--- src/rtl/qubit_measure.sv ---
`default_nettype none
// ============================================================================
// Module      : qubit_measure
// Description : Single-qubit readout. Computes P0/P1 from two amplitudes with
//               one shared squarer and samples an outcome using an LFSR.
// Revision    : 1.0 - initial release
// ============================================================================

`ifndef FIXED_WIDTH
`define FIXED_WIDTH 16
`endif

module qubit_measure #(
    parameter int          WIDTH = `FIXED_WIDTH,
    parameter int          FRAC  = 8,
    parameter logic [15:0] SEED  = 16'hACE1
) (
    input  logic                    clk,
    input  logic                    rst,
    input  logic                    in_valid,
    output logic                    in_ready,
    input  logic signed [WIDTH-1:0] a0_real,
    input  logic signed [WIDTH-1:0] a0_imag,
    input  logic signed [WIDTH-1:0] a1_real,
    input  logic signed [WIDTH-1:0] a1_imag,
    output logic                    out_valid,
    input  logic                    out_ready,
    output logic                    outcome,
    output logic signed [WIDTH-1:0] p0,
    output logic signed [WIDTH-1:0] p1
);

    localparam logic [1:0] S_IDLE = 2'd0;
    localparam logic [1:0] S_SQ   = 2'd1;
    localparam logic [1:0] S_CMP  = 2'd2;
    localparam logic [1:0] S_DONE = 2'd3;

    localparam logic [15:0]      C_SEED = (SEED == 16'h0000) ? 16'hACE1 : SEED;
    localparam logic [WIDTH-1:0] C_MAX  = {1'b0, {(WIDTH-1){1'b1}}};

    logic [1:0]              state_q, state_d;
    logic [15:0]             lfsr_q;
    logic [FRAC-1:0]         r_q;
    logic [1:0]              sq_cnt_q;
    logic signed [WIDTH-1:0] amp_q [4];
    logic [WIDTH-1:0]        acc0_q, acc1_q;
    logic                    out_valid_q, outcome_q;
    logic [WIDTH-1:0]        p0_q, p1_q;

    logic [15:0]             w_lfsr_next;
    logic signed [WIDTH-1:0] w_sq_x;
    logic signed [2*WIDTH-1:0] w_x_ext, w_prod, w_prod_sh;
    logic [WIDTH-1:0]        w_sq_sat, w_acc_sel, w_sum, w_acc_next, w_r_ext;

    assign w_lfsr_next = {lfsr_q[14:0], lfsr_q[15] ^ lfsr_q[13] ^ lfsr_q[12] ^ lfsr_q[10]};

    // Shared squarer: the square is non-negative, so any set bit at or above
    // WIDTH-1 after the shift means the result exceeds MAX.
    assign w_sq_x     = amp_q[sq_cnt_q];
    assign w_x_ext    = {{WIDTH{w_sq_x[WIDTH-1]}}, w_sq_x};
    assign w_prod     = w_x_ext * w_x_ext;
    assign w_prod_sh  = w_prod >>> FRAC;
    assign w_sq_sat   = (|w_prod_sh[2*WIDTH-1:WIDTH-1]) ? C_MAX : w_prod_sh[WIDTH-1:0];
    assign w_acc_sel  = sq_cnt_q[1] ? acc1_q : acc0_q;
    assign w_sum      = w_acc_sel + w_sq_sat;
    assign w_acc_next = w_sum[WIDTH-1] ? C_MAX : w_sum;
    assign w_r_ext    = {{(WIDTH-FRAC){1'b0}}, r_q};

    always_ff @(posedge clk or posedge rst) begin
        if (rst) begin
            state_q <= S_IDLE;
        end else begin
            state_q <= state_d;
        end
    end

    always_comb begin
        state_d = state_q;
        case (state_q)
            S_IDLE: if (in_valid)          state_d = S_SQ;
            S_SQ:   if (sq_cnt_q == 2'd3)  state_d = S_CMP;
            S_CMP:                         state_d = S_DONE;
            S_DONE: if (out_ready)         state_d = S_IDLE;
            default:                       state_d = S_IDLE;
        endcase
    end

    always_comb begin
        in_ready = (state_q == S_IDLE);
    end

    always_ff @(posedge clk or posedge rst) begin
        if (rst) begin
            lfsr_q      <= C_SEED;
            r_q         <= '0;
            sq_cnt_q    <= '0;
            acc0_q      <= '0;
            acc1_q      <= '0;
            out_valid_q <= 1'b0;
            outcome_q   <= 1'b0;
            p0_q        <= '0;
            p1_q        <= '0;
            for (int i = 0; i < 4; i++) begin
                amp_q[i] <= '0;
            end
        end else begin
            case (state_q)
                S_IDLE: begin
                    if (in_valid) begin
                        amp_q[0] <= a0_real;
                        amp_q[1] <= a0_imag;
                        amp_q[2] <= a1_real;
                        amp_q[3] <= a1_imag;
                        r_q      <= lfsr_q[FRAC-1:0];
                        lfsr_q   <= w_lfsr_next;
                        acc0_q   <= '0;
                        acc1_q   <= '0;
                        sq_cnt_q <= '0;
                    end
                end
                S_SQ: begin
                    if (sq_cnt_q[1]) begin
                        acc1_q <= w_acc_next;
                    end else begin
                        acc0_q <= w_acc_next;
                    end
                    sq_cnt_q <= sq_cnt_q + 2'd1;
                end
                S_CMP: begin
                    outcome_q   <= (w_r_ext >= acc0_q);
                    p0_q        <= acc0_q;
                    p1_q        <= acc1_q;
                    out_valid_q <= 1'b1;
                end
                S_DONE: begin
                    if (out_ready) begin
                        out_valid_q <= 1'b0;
                    end
                end
                default: ;
            endcase
        end
    end

    assign out_valid = out_valid_q;
    assign outcome   = outcome_q;
    assign p0        = p0_q;
    assign p1        = p1_q;

endmodule

`default_nettype wire

--- config.mk ---
export PLATFORM = sky130hd
export DESIGN_NAME = qubit_measure
export DESIGN_NICKNAME = d
export VERILOG_FILES = /design/src/rtl/qubit_measure.sv
export SDC_FILE = /design/constraint.sdc
export NUM_CORES = 1
export LEC_CHECK = 0
export CORE_MARGIN = 4
export CORE_UTILIZATION = 40
export CTS_CLUSTER_DIAMETER = 150
export DETAILED_ROUTE_END_ITERATION = 8
export PLACE_DENSITY_LB_ADDON = 0.15
export SYNTH_ARGS = -nofsm -noshare
export SYNTH_HDL_FRONTEND = slang
export SYNTH_SLANG_ARGS = --single-unit
--- constraint.sdc ---
create_clock -name clk -period 13.9 [get_ports clk]
set_input_delay 4.17 -clock clk [delete_from_list [all_inputs] [get_ports clk]]
set_output_delay 4.17 -clock clk [all_outputs]
set_load 0.01 [all_outputs]
**Word level (Yosys, flattened, before mapping)**

Index checks and enable logic that the tools add are counted.

- Bits in registers: 158
- Bits in read-only memories: 0
- Bits in latches: 0
- Memories: 0
- Bits in writable memories: 0
- Logic and storage cells: 61

- Muxes and demuxes: 19
- Bitwise operators: 4
- Magnitude comparators: 2
- Multiply operators: 1
- Divide/modulo/power cells: 0
- Reduce and logical (&&, ||, !) cells: 10
- Equality and inequality tests: 9
- Shift operators: 0
- Add/sub/neg operators: 2

Operators with widths:

| operator | count |
|---|---|
| $mux 16 | 7 |
| $pmux 16 s2 | 2 |
| $bmux 16 s2 | 1 |
| $mul 16x16->32 | 1 |
| $add 16x16->16 | 1 |
| $ge 8x16->1 | 1 |
| $mux 15 | 1 |
| $ne 2x2->1 const B | 5 |
| $reduce_and 3->1 | 3 |
| $reduce_or 9->1 | 1 |
| $mux 2 | 4 |
| $pmux 2 s4 | 1 |
| $eq 2x2->1 const B | 3 |
| $reduce_and 2->1 | 3 |
| $pmux 2 s2 | 1 |
| $reduce_bool 2->1 | 2 |
| $ge 3x3->1 const B | 1 |
| $not 2->3 | 1 |
| $xor 1x1->1 | 3 |
| $add 2x1->2 const B | 1 |
| $eq 2x1->1 const B | 1 |
| $logic_not 2->1 | 1 |
| $pmux 1 s2 | 1 |
| $mux 1 | 1 |

**Longest topological paths before layout**

- Word-level depth: 11
- Mapped depth: 40
- Depth with buffers taken out: 36

**Least setup slack after synthesis**

Ideal clock, no wire load.

- Path type: flip-flop to flip-flop
- Start: reg sq_cnt_q[0]
- End: reg acc0_q[8]
- Period minus slack after synthesis: 9.770 ns
- Buffers on the path: 7
- Setup time: 0.133 ns
- Setup slack: 4.130 ns
- Data required time: 13.767 ns
- Cell stages (with the launch flop): 38
- Arrival: 9.636 ns
- Path through: dfrtp_1 buf_2 buf_1 clkbuf_1 o21ai_1 inv_1 clkbuf_1 nand2_1 fa_1 fa_1 fa_1 inv_1 fa_1 fa_1 inv_1 fa_1 inv_1 ha_1 (+2 left out) a21o_1 a311o_1 a211oi_2 a211oi_1 or3_1 a211oi_2 buf_6 nand4_1 ha_1 a21o_1 a21oi_1 o21ai_0 a221oi_1 o21ai_0 o41a_1 clkbuf_1 nor2_1 o21ai_0

- Word-level cells in the longest chain between the ends: 11

RTL lines:

| what | RTL line | source |
|---|---|---|
| start: declaration | 44 | `logic [1:0] sq_cnt_q;` |
| start signal: assignment | 127 | `sq_cnt_q <= sq_cnt_q + 2'd1;` |
| $not 2->3 (implied by the code) (*) | 59 | `assign w_sq_x = amp_q[sq_cnt_q];` |
| $bmux 16 s2 (*) | 59 |  |
| $mux 16 (implied by the code) (*) (2 in a row) | 59 |  |
| $mul 16x16->32 (*) | 61 | `assign w_prod = w_x_ext * w_x_ext;` |
| $reduce_or 9->1 | 63 | `assign w_sq_sat = (\|w_prod_sh[2*WIDTH-1:WIDTH-1]) ? C_MAX : w_prod_sh[WIDTH-1:0];` |
| $mux 16 (*) | 63 |  |
| $add 16x16->16 (*) | 65 | `assign w_sum = w_acc_sel + w_sq_sat;` |
| $mux 15 (*) | 66 | `assign w_acc_next = w_sum[WIDTH-1] ? C_MAX : w_sum;` |
| $mux 16 (*) | 122 | `if (sq_cnt_q[1]) begin` |
| $pmux 16 s2 (*) | 107 | `case (state_q)` |
| end signal: assignment | 125 | `acc0_q <= w_acc_next;` |
| end: declaration | 46 | `logic [WIDTH-1:0] acc0_q, acc1_q;` |

Every way passes the cells marked *; elsewhere a longest branch is shown, timed or not. The select of a mux whose other input is x is not followed.
A chain may end at the register's enable or synchronous reset.

**Worst setup path after layout**

- Start: reg sq_cnt_q[1]
- End: reg acc0_q[14]

- Word-level cells in the longest chain between the ends: 11

RTL lines:

| what | RTL line |
|---|---|
| $not 2->3 (implied by the code) | 59 |
| $bmux 16 s2 | 59 |
| $mux 16 (implied by the code) (2 in a row) | 59 |
| $mul 16x16->32 | 61 |
| $reduce_or 9->1 | 63 |
| $mux 16 | 63 |
| $add 16x16->16 | 65 |
| $mux 15 | 66 |
| $mux 16 | 122 |
| $pmux 16 s2 | 107 |

Several ways; a longest one is shown, not always the timed one. The select of a mux whose other input is x is not followed.

==> run_results.csv <==
group,metric,value,unit
status,status,"complete, no violations",
floorplan,start_util,40.8,%
global_routing,groute.usage.overall,18.3,%
global_routing,grt_max_degree,95,
logic_synthesis,syn_area_per_cell,10.1,sq um
critical_path,cpMaxStageDelayCell,"sky130_fd_sc_hd__dfrtp_2",
timing,worst_pin_slew,0.943,ns
timing,skew,0.0101,ns
floorplan,die_y,210,um
global_routing,globalRouteOverflowTotal,0,
clock_tree,clk_transition_reported_paths,0.06,ns
floorplan,io_pins,103,
critical_path,ff2ff_setup_slack,2.53,ns
logic_synthesis,synth-edff-count,0,
global_routing,first_global_vias,12540,
drt,drt-initial-drc-count,434,
logic_synthesis,synthesis.area,0.0164,sq mm
logic_synthesis,synth_cell_type_count,71,
clock_tree,post_cts.repair.setup_buffers,0,
drt,routed_wl,38400,um
clock_tree,ctsLongestPathBuffers,2,
logic_synthesis,synth_ff_type,"sky130_fd_sc_hd__dfrtp_1",
drt,detail_route.wl_per_cell,17.2,um
floorplan,die_extent_in_x,210,um
placement,detailed_place_hpwl,30500,um
logic_synthesis,netlist_instances,1624,
final_layout,final_net_count,2112,
final_layout,antennaDiodeCount,0,
drt,num_vias,11204,
clock_tree,cts_resized,0,
drt,detail_route.drc_violations,0,
clock_tree,postCtsHoldBufs,0,
logic_synthesis,synth_seq_area_share,22.9,%
placement,routabilityCongestion,0.839,
timing,period_minus_slack,11.37,ns
timing,fin_setup_tns,0,ns
critical_path,largest_stage_delay_on_the_critical_path,0.74,ns
logic_synthesis,ys_ff_latch,149,
logic_synthesis,synthArstFlopShare,100,%
timing,max_freq,88.0,MHz
timing,final_hold_viol_count,0,
placement,port_buffers,100,
critical_path,cp-start-kind,"flop",
critical_path,timing_worst_setup_path_type,"reg -> reg",
drt,via_per_inst,5.02,
clock_tree,clock-sinks,149,
timing,slew-limit-headroom,37.1,%
timing,timing.final.crit_share,81.8,%
critical_path,cp.required,14.27,ns
timing,maxSlewViolCount,0,
clock_tree,clock_insertion_delay_worst_skew,0.43,ns
critical_path,critical_path_arrival,11.73,ns
floorplan,fp-row-count,73,
floorplan,coreArea,0.0401,sq mm
logic_synthesis,count_of_synthesis_stage_warnings_from_yosys,0,
clock_tree,cts_buffers,17,
drt,final_antenna_net_count,0,
flow_run,max-cap-violations,0,
critical_path,timing.critical_path.mode_cell,"sky130_fd_sc_hd__fa_1",
global_routing,antenna_violations_before_repair,1,
floorplan,floorplan.die_area,0.0442,sq mm
final_layout,fill_cells,3854,
critical_path,timing.critical_path.to_type,"flop",
worst_hold_path,hp-class,"reg -> reg",
clock_tree,clock-root-buffer,"sky130_fd_sc_hd__clkbuf_16",
clock_tree,cts_tree,"yes",
timing,grt_setup_unrepaired,"no",
drt,first_pass_iters,5,
global_routing,wire_length_of_the_first_global_routing_pass,65000,um
final_layout,area_growth,12.8,%
clock_tree,htreeDepth,4,
critical_path,path_max_fanout,21,
final_layout,layout-drive-gt1-share,11.5,%
timing,final-setup-viol-count,0,
[flip-flops by register name (all words and copies together) (netlist names)]
| register | count |
|---|---|
| lfsr_q | 16 |
| out_valid | 1 |
| outcome | 1 |
| state_q | 2 |
| p0 | 15 |
| acc0_q | 15 |
| amp_q | 64 |
| sq_cnt_q | 2 |
| p1 | 15 |
| r_q | 3 |
| acc1_q | 15 |
[critical path, delay by kind of cell (launching register included)]
family | cells | cell delay [ns]
compound gates | 14 | 4.34
fa+ha+maj | 9 | 4.07
buf+inv | 6 | 0.77
flops | 1 | 0.74
mux | 1 | 0.40
simple gates | 4 | 0.97
[layout make-up]
type                            count  area [sq um]  area share, %
Multi-Input combinational cell   1060         11000           59.8
Sequential cell                   149          3740           20.3
Inverter                          359          1350           7.33
Timing Repair Buffer              108          1060           5.75
Tap cell                          525           657           3.56
Clock buffer                       18           429           2.33
Clock inverter                     14           176          0.956
[synthesized netlist by cell type (3+ instances only)]
| master | number | area, sq um |
|---|---|---|
| sky130_fd_sc_hd__xor2_1 | 17 | 149 |
| sky130_fd_sc_hd__nand3_1 | 15 | 75.1 |
| sky130_fd_sc_hd__nor4_1 | 4 | 25.0 |
| sky130_fd_sc_hd__a31oi_1 | 4 | 25.0 |
| sky130_fd_sc_hd__clkbuf_1 | 40 | 150 |
| sky130_fd_sc_hd__xnor2_1 | 30 | 263 |
| sky130_fd_sc_hd__buf_2 | 3 | 15.0 |
| sky130_fd_sc_hd__a21o_1 | 23 | 173 |
| sky130_fd_sc_hd__dfstp_2 | 8 | 210 |
| sky130_fd_sc_hd__mux2_2 | 119 | 1340 |
| sky130_fd_sc_hd__nor2_1 | 58 | 218 |
| sky130_fd_sc_hd__o22ai_1 | 8 | 50.1 |
| sky130_fd_sc_hd__ha_1 | 114 | 1430 |
| sky130_fd_sc_hd__mux4_2 | 12 | 270 |
| sky130_fd_sc_hd__buf_1 | 8 | 30.0 |
| sky130_fd_sc_hd__a211oi_1 | 7 | 52.6 |
| sky130_fd_sc_hd__inv_1 | 359 | 1350 |
| sky130_fd_sc_hd__dfrtp_1 | 141 | 3530 |
| sky130_fd_sc_hd__o21ai_0 | 59 | 295 |
| sky130_fd_sc_hd__a21oi_1 | 37 | 185 |
| sky130_fd_sc_hd__mux2i_1 | 5 | 50.1 |
| sky130_fd_sc_hd__a211o_1 | 3 | 26.3 |
| sky130_fd_sc_hd__a22o_1 | 3 | 26.3 |
| sky130_fd_sc_hd__and2_1 | 41 | 257 |
| sky130_fd_sc_hd__o21a_1 | 8 | 60.1 |
| sky130_fd_sc_hd__nand4_1 | 20 | 125 |
| sky130_fd_sc_hd__o21bai_1 | 5 | 37.5 |
| sky130_fd_sc_hd__or2_2 | 3 | 18.8 |
| sky130_fd_sc_hd__buf_6 | 3 | 33.8 |
| sky130_fd_sc_hd__nand2_1 | 159 | 597 |
| sky130_fd_sc_hd__nand2b_1 | 9 | 56.3 |
| sky130_fd_sc_hd__a311o_1 | 3 | 30.0 |
| sky130_fd_sc_hd__nor2b_1 | 3 | 18.8 |
| sky130_fd_sc_hd__and3_1 | 3 | 18.8 |
| sky130_fd_sc_hd__buf_4 | 3 | 22.5 |
| sky130_fd_sc_hd__nor3_1 | 8 | 40.0 |
| sky130_fd_sc_hd__fa_1 | 235 | 4700 |
| sky130_fd_sc_hd__a211oi_2 | 3 | 37.5 |
[metrics by stage]
| step | setup WS, ns | instance area (sq um) | hold WS, ns | instances | utilization (%) |
|---|---|---|---|---|---|
| after floorplan | 4.13 | 16400 | 0.438 | 1625 | - |
| after global placement | 2.85 | 17800 | 0.452 | 2201 | 44.5 |
| after detailed placement | 2.61 | 17800 | 0.451 | 2201 | 44.5 |
| after CTS | 2.57 | 18400 | 0.466 | 2233 | 46.0 |
| after global routing | 1.74 | 18400 | 0.493 | 2233 | 46.0 |
| final | 2.53 | 18400 | 0.463 | 2233 | 46.0 |
[layout by cell type (no fill, tap or decap), drive strengths merged, types with 15 or more instances in the layout]
cell type	count
ha	114
dfrtp	141
mux2	119
a21oi	38
nand2	159
xor2	17
nand3	15
inv	363
fa	235
xnor2	30
clkbuf	18
o21ai	61
a21o	23
clkdlybuf4s50	100
nor2	58
nand4	20
and2	42
[final timing paths]
path | from | depth (start not counted) | end
hold reg to reg | lfsr_q[6] | 2 | lfsr_q[6]
min in group asynchronous | rst | 2 | amp_q[5]
max in group asynchronous | rst | 3 | amp_q[31]
setup / recovery | sq_cnt_q[1] | 34 | acc0_q[14]
setup reg to reg | sq_cnt_q[1] | 34 | acc0_q[14]
hold / removal | lfsr_q[6] | 2 | lfsr_q[6]
[cell families (layout without fill, tap and decap cells)]
| kind of cell | Yosys count | count (layout) | synth area share (%) |
|---|---|---|---|
| buffers and inverters | 416 | 499 | 9.77 |
| adder cells (fa/ha/maj) | 349 | 349 | 37.5 |
| AND/OR/NAND/NOR | 334 | 334 | 9.46 |
| AO/OA/AOI/OAI | 192 | 192 | 7.75 |
| flip-flops | 149 | 149 | 22.9 |
| multiplexers | 136 | 136 | 10.1 |
| XOR/XNOR | 47 | 47 | 2.52 |
| other | 1 | 2 | 0.0229 |
[metal layers]
layer / track usage (%) / routed length [um]
met1: 25.8 / 18300
met2: 30.5 / 18400
met3: 2.19 / 1160
met4: 4.32 / 556
met5: 0 / 13
Power is left out: the tool's default activity adds up to more than one toggle a clock period on the data nets, which glitch-free logic cannot reach.
==> RTL change, RTL diff (config.mk and constraints unchanged) <==
Change the parameter `FRAC` from 8 to 7.
--- a/src/rtl/qubit_measure.sv
+++ b/src/rtl/qubit_measure.sv
@@ -12,7 +12,7 @@
 
 module qubit_measure #(
     parameter int          WIDTH = `FIXED_WIDTH,
-    parameter int          FRAC  = 8,
+    parameter int          FRAC  = 7,
     parameter logic [15:0] SEED  = 16'hACE1
 ) (
     input  logic                    clk,
Function: changed (a bounded check fails within 10 cycles, from zero or initial values and one cycle with rst high).
==> RTL change against the unedited design <==
- fmax is 1.7% lower
- die area is 0.14% lower
- critical path type unchanged
- count of clock-buffer cells in the layout rose by 1
- highest routed layer unchanged
- routed wire length shrank 0.95%
- critical path depth stayed put
- synthesized area down 0.15%
- cell area down 0.26%
- worst setup slack worse by 190 ps
- non-clock buffer count stayed put
- sequential cell count unchanged
- cell count decreased by 0.45%
Power is left out: the tool's default activity adds up to more than one toggle a clock period on the data nets, which glitch-free logic cannot reach.
==> RTL change: results (changes against the unedited design) <==
* Outcome: completed
* CP max stage cell: o21ai_1
* Clock skew at 18.6 ps (+8.41 ps)
* Nets@finish at 2,102 (-0.47%)
* CP Max Fanout at 31 (+48%)
* Top cells by area, synth: fa_1, dfrtp_1, ha_1, inv_1, mux2_2
* Worst EP arrival at 11,890 ps (+160 ps)
* GRT Total Usage at 18.0% (-0.28 points)
* Met3 routed WL at 1.45 mm (+25%)
* Skew-Pair Late Insertion Delay at 430 ps (about the same)
* Sequential share of the synthesized area at 22.9% (+0.033 points)
* Met2 WL at 18.5 mm (+0.56%)
* Initial DRC Count at 651 (+50%)
* Routed WL at 38.1 mm (-0.95%)
* Yosys cell types at 68 (-4.2%)
* Initial antenna violation count at 3 (+2)
* Worst slew pin tran at 1090 ps (+146 ps)
* DP HPWL at 30.7 mm (+0.66%)
* M1 WL at 17.6 mm (-3.7%)
* Layout cell share with drive strength beyond 1 at 11.9% (+0.37 points)
* Largest net degree at the start of global routing at 89 (-6.3%)
* First-pass GRT wire length at 63.8 mm (-1.9%)
* Gpl congestion at 0.860 (+2.5%)
* Adder-Cell Fraction of Synth Area at 37.7% (+0.22 points)
* Post-synthesis mux area share at 10.4% (+0.25 points)
* Top cells by count, synth: inv_1, fa_1, nand2_1
* Compound-gate portion of the synthesized area at 7.71% (-0.035 points)
* Via count at 11.0k (-1.8%)
* Vias in the first global route at 12.1k (-3.7%)
* XOR/XNOR share of the synthesized area at 2.36% (-0.16 points)
* CP peak stage delay at 800 ps (+60 ps)
[RTL change: changes by cell type in the layout (fill, tap and decap cells not counted), moves of 4 or more]
cell / delta
a21oi_1: +6
nand3_2: +10
inv_1: +5
mux2i_1: +5
a211oi_1: -4
nand2_1: -10
nand4_1: -18
[RTL change: worst paths after layout]
check,start,endpoint,slack (ps),cells after the start
worst max-delay path,sq_cnt_q[1]$_DFFE_PP0P_,acc0_q[11]$_DFFE_PP0P_,2340,34
worst min-delay path,lfsr_q[7]$_DFFE_PP1P_,lfsr_q[7]$_DFFE_PP1P_,460,2
worst max register to register,sq_cnt_q[1]$_DFFE_PP0P_,acc0_q[11]$_DFFE_PP0P_,2340,34
worst min register to register,lfsr_q[7]$_DFFE_PP1P_,lfsr_q[7]$_DFFE_PP1P_,460,2
max in group asynchronous,rst,amp_q[54]$_DFFE_PP0P_,8320,3
min in group asynchronous,rst,state_q[1]$_DFFE_PP0P_,4270,2
[RTL change: routing by layer]
metal / track usage, % / vias up
met1: 25.1 / 5562
met3: 2.74 / 28
met2: 30.4 / 171
met5: 0 / -
met4: 3.33 / 4
li1: - / 5234
[RTL change: cell families (layout without fill, tap and decap cells)]
logic type | Yosys count | after routing
simple gates | 313 | 313
fa+ha+maj | 350 | 350
compound gates | 194 | 194
xor+xnor | 44 | 44
mux | 141 | 141
buf+inv | 422 | 504
other cells | 1 | 3
flops | 149 | 149
[RTL change: worst max-delay path, delay by kind of cell, from the launching register on]
family,cells,cell delay [ps]
xor+xnor,1,270
buf+inv,5,990
simple gates,6,1400
flops,1,710
fa+ha+maj,8,3470
mux,1,140
compound gates,13,4440
[RTL change: cell type report]
type	count	area, sq um
fillers	3831	21700
diodes	1	2.50
multi-input cells	1044	11000
well taps	525	657
clock buffers	19	433
clock inverters	13	149
repair buffers	108	1060
flip-flops and latches	149	3740
inverters	364	1370
[RTL change: metrics by stage]
stage | hold WS, ps | instance area (sq um) | util, % | std cells | setup WS (ps)
detailed placement | 453 | 17800 | 44.4 | 2190 | 2380
global placement | 450 | 17800 | 44.4 | 2190 | 2440
CTS | 466 | 18400 | 45.9 | 2222 | 2370
floorplan | 438 | 16300 | - | 1615 | 4020
global route | 479 | 18400 | 45.9 | 2222 | 1430
finish | 464 | 18400 | 45.9 | 2223 | 2340
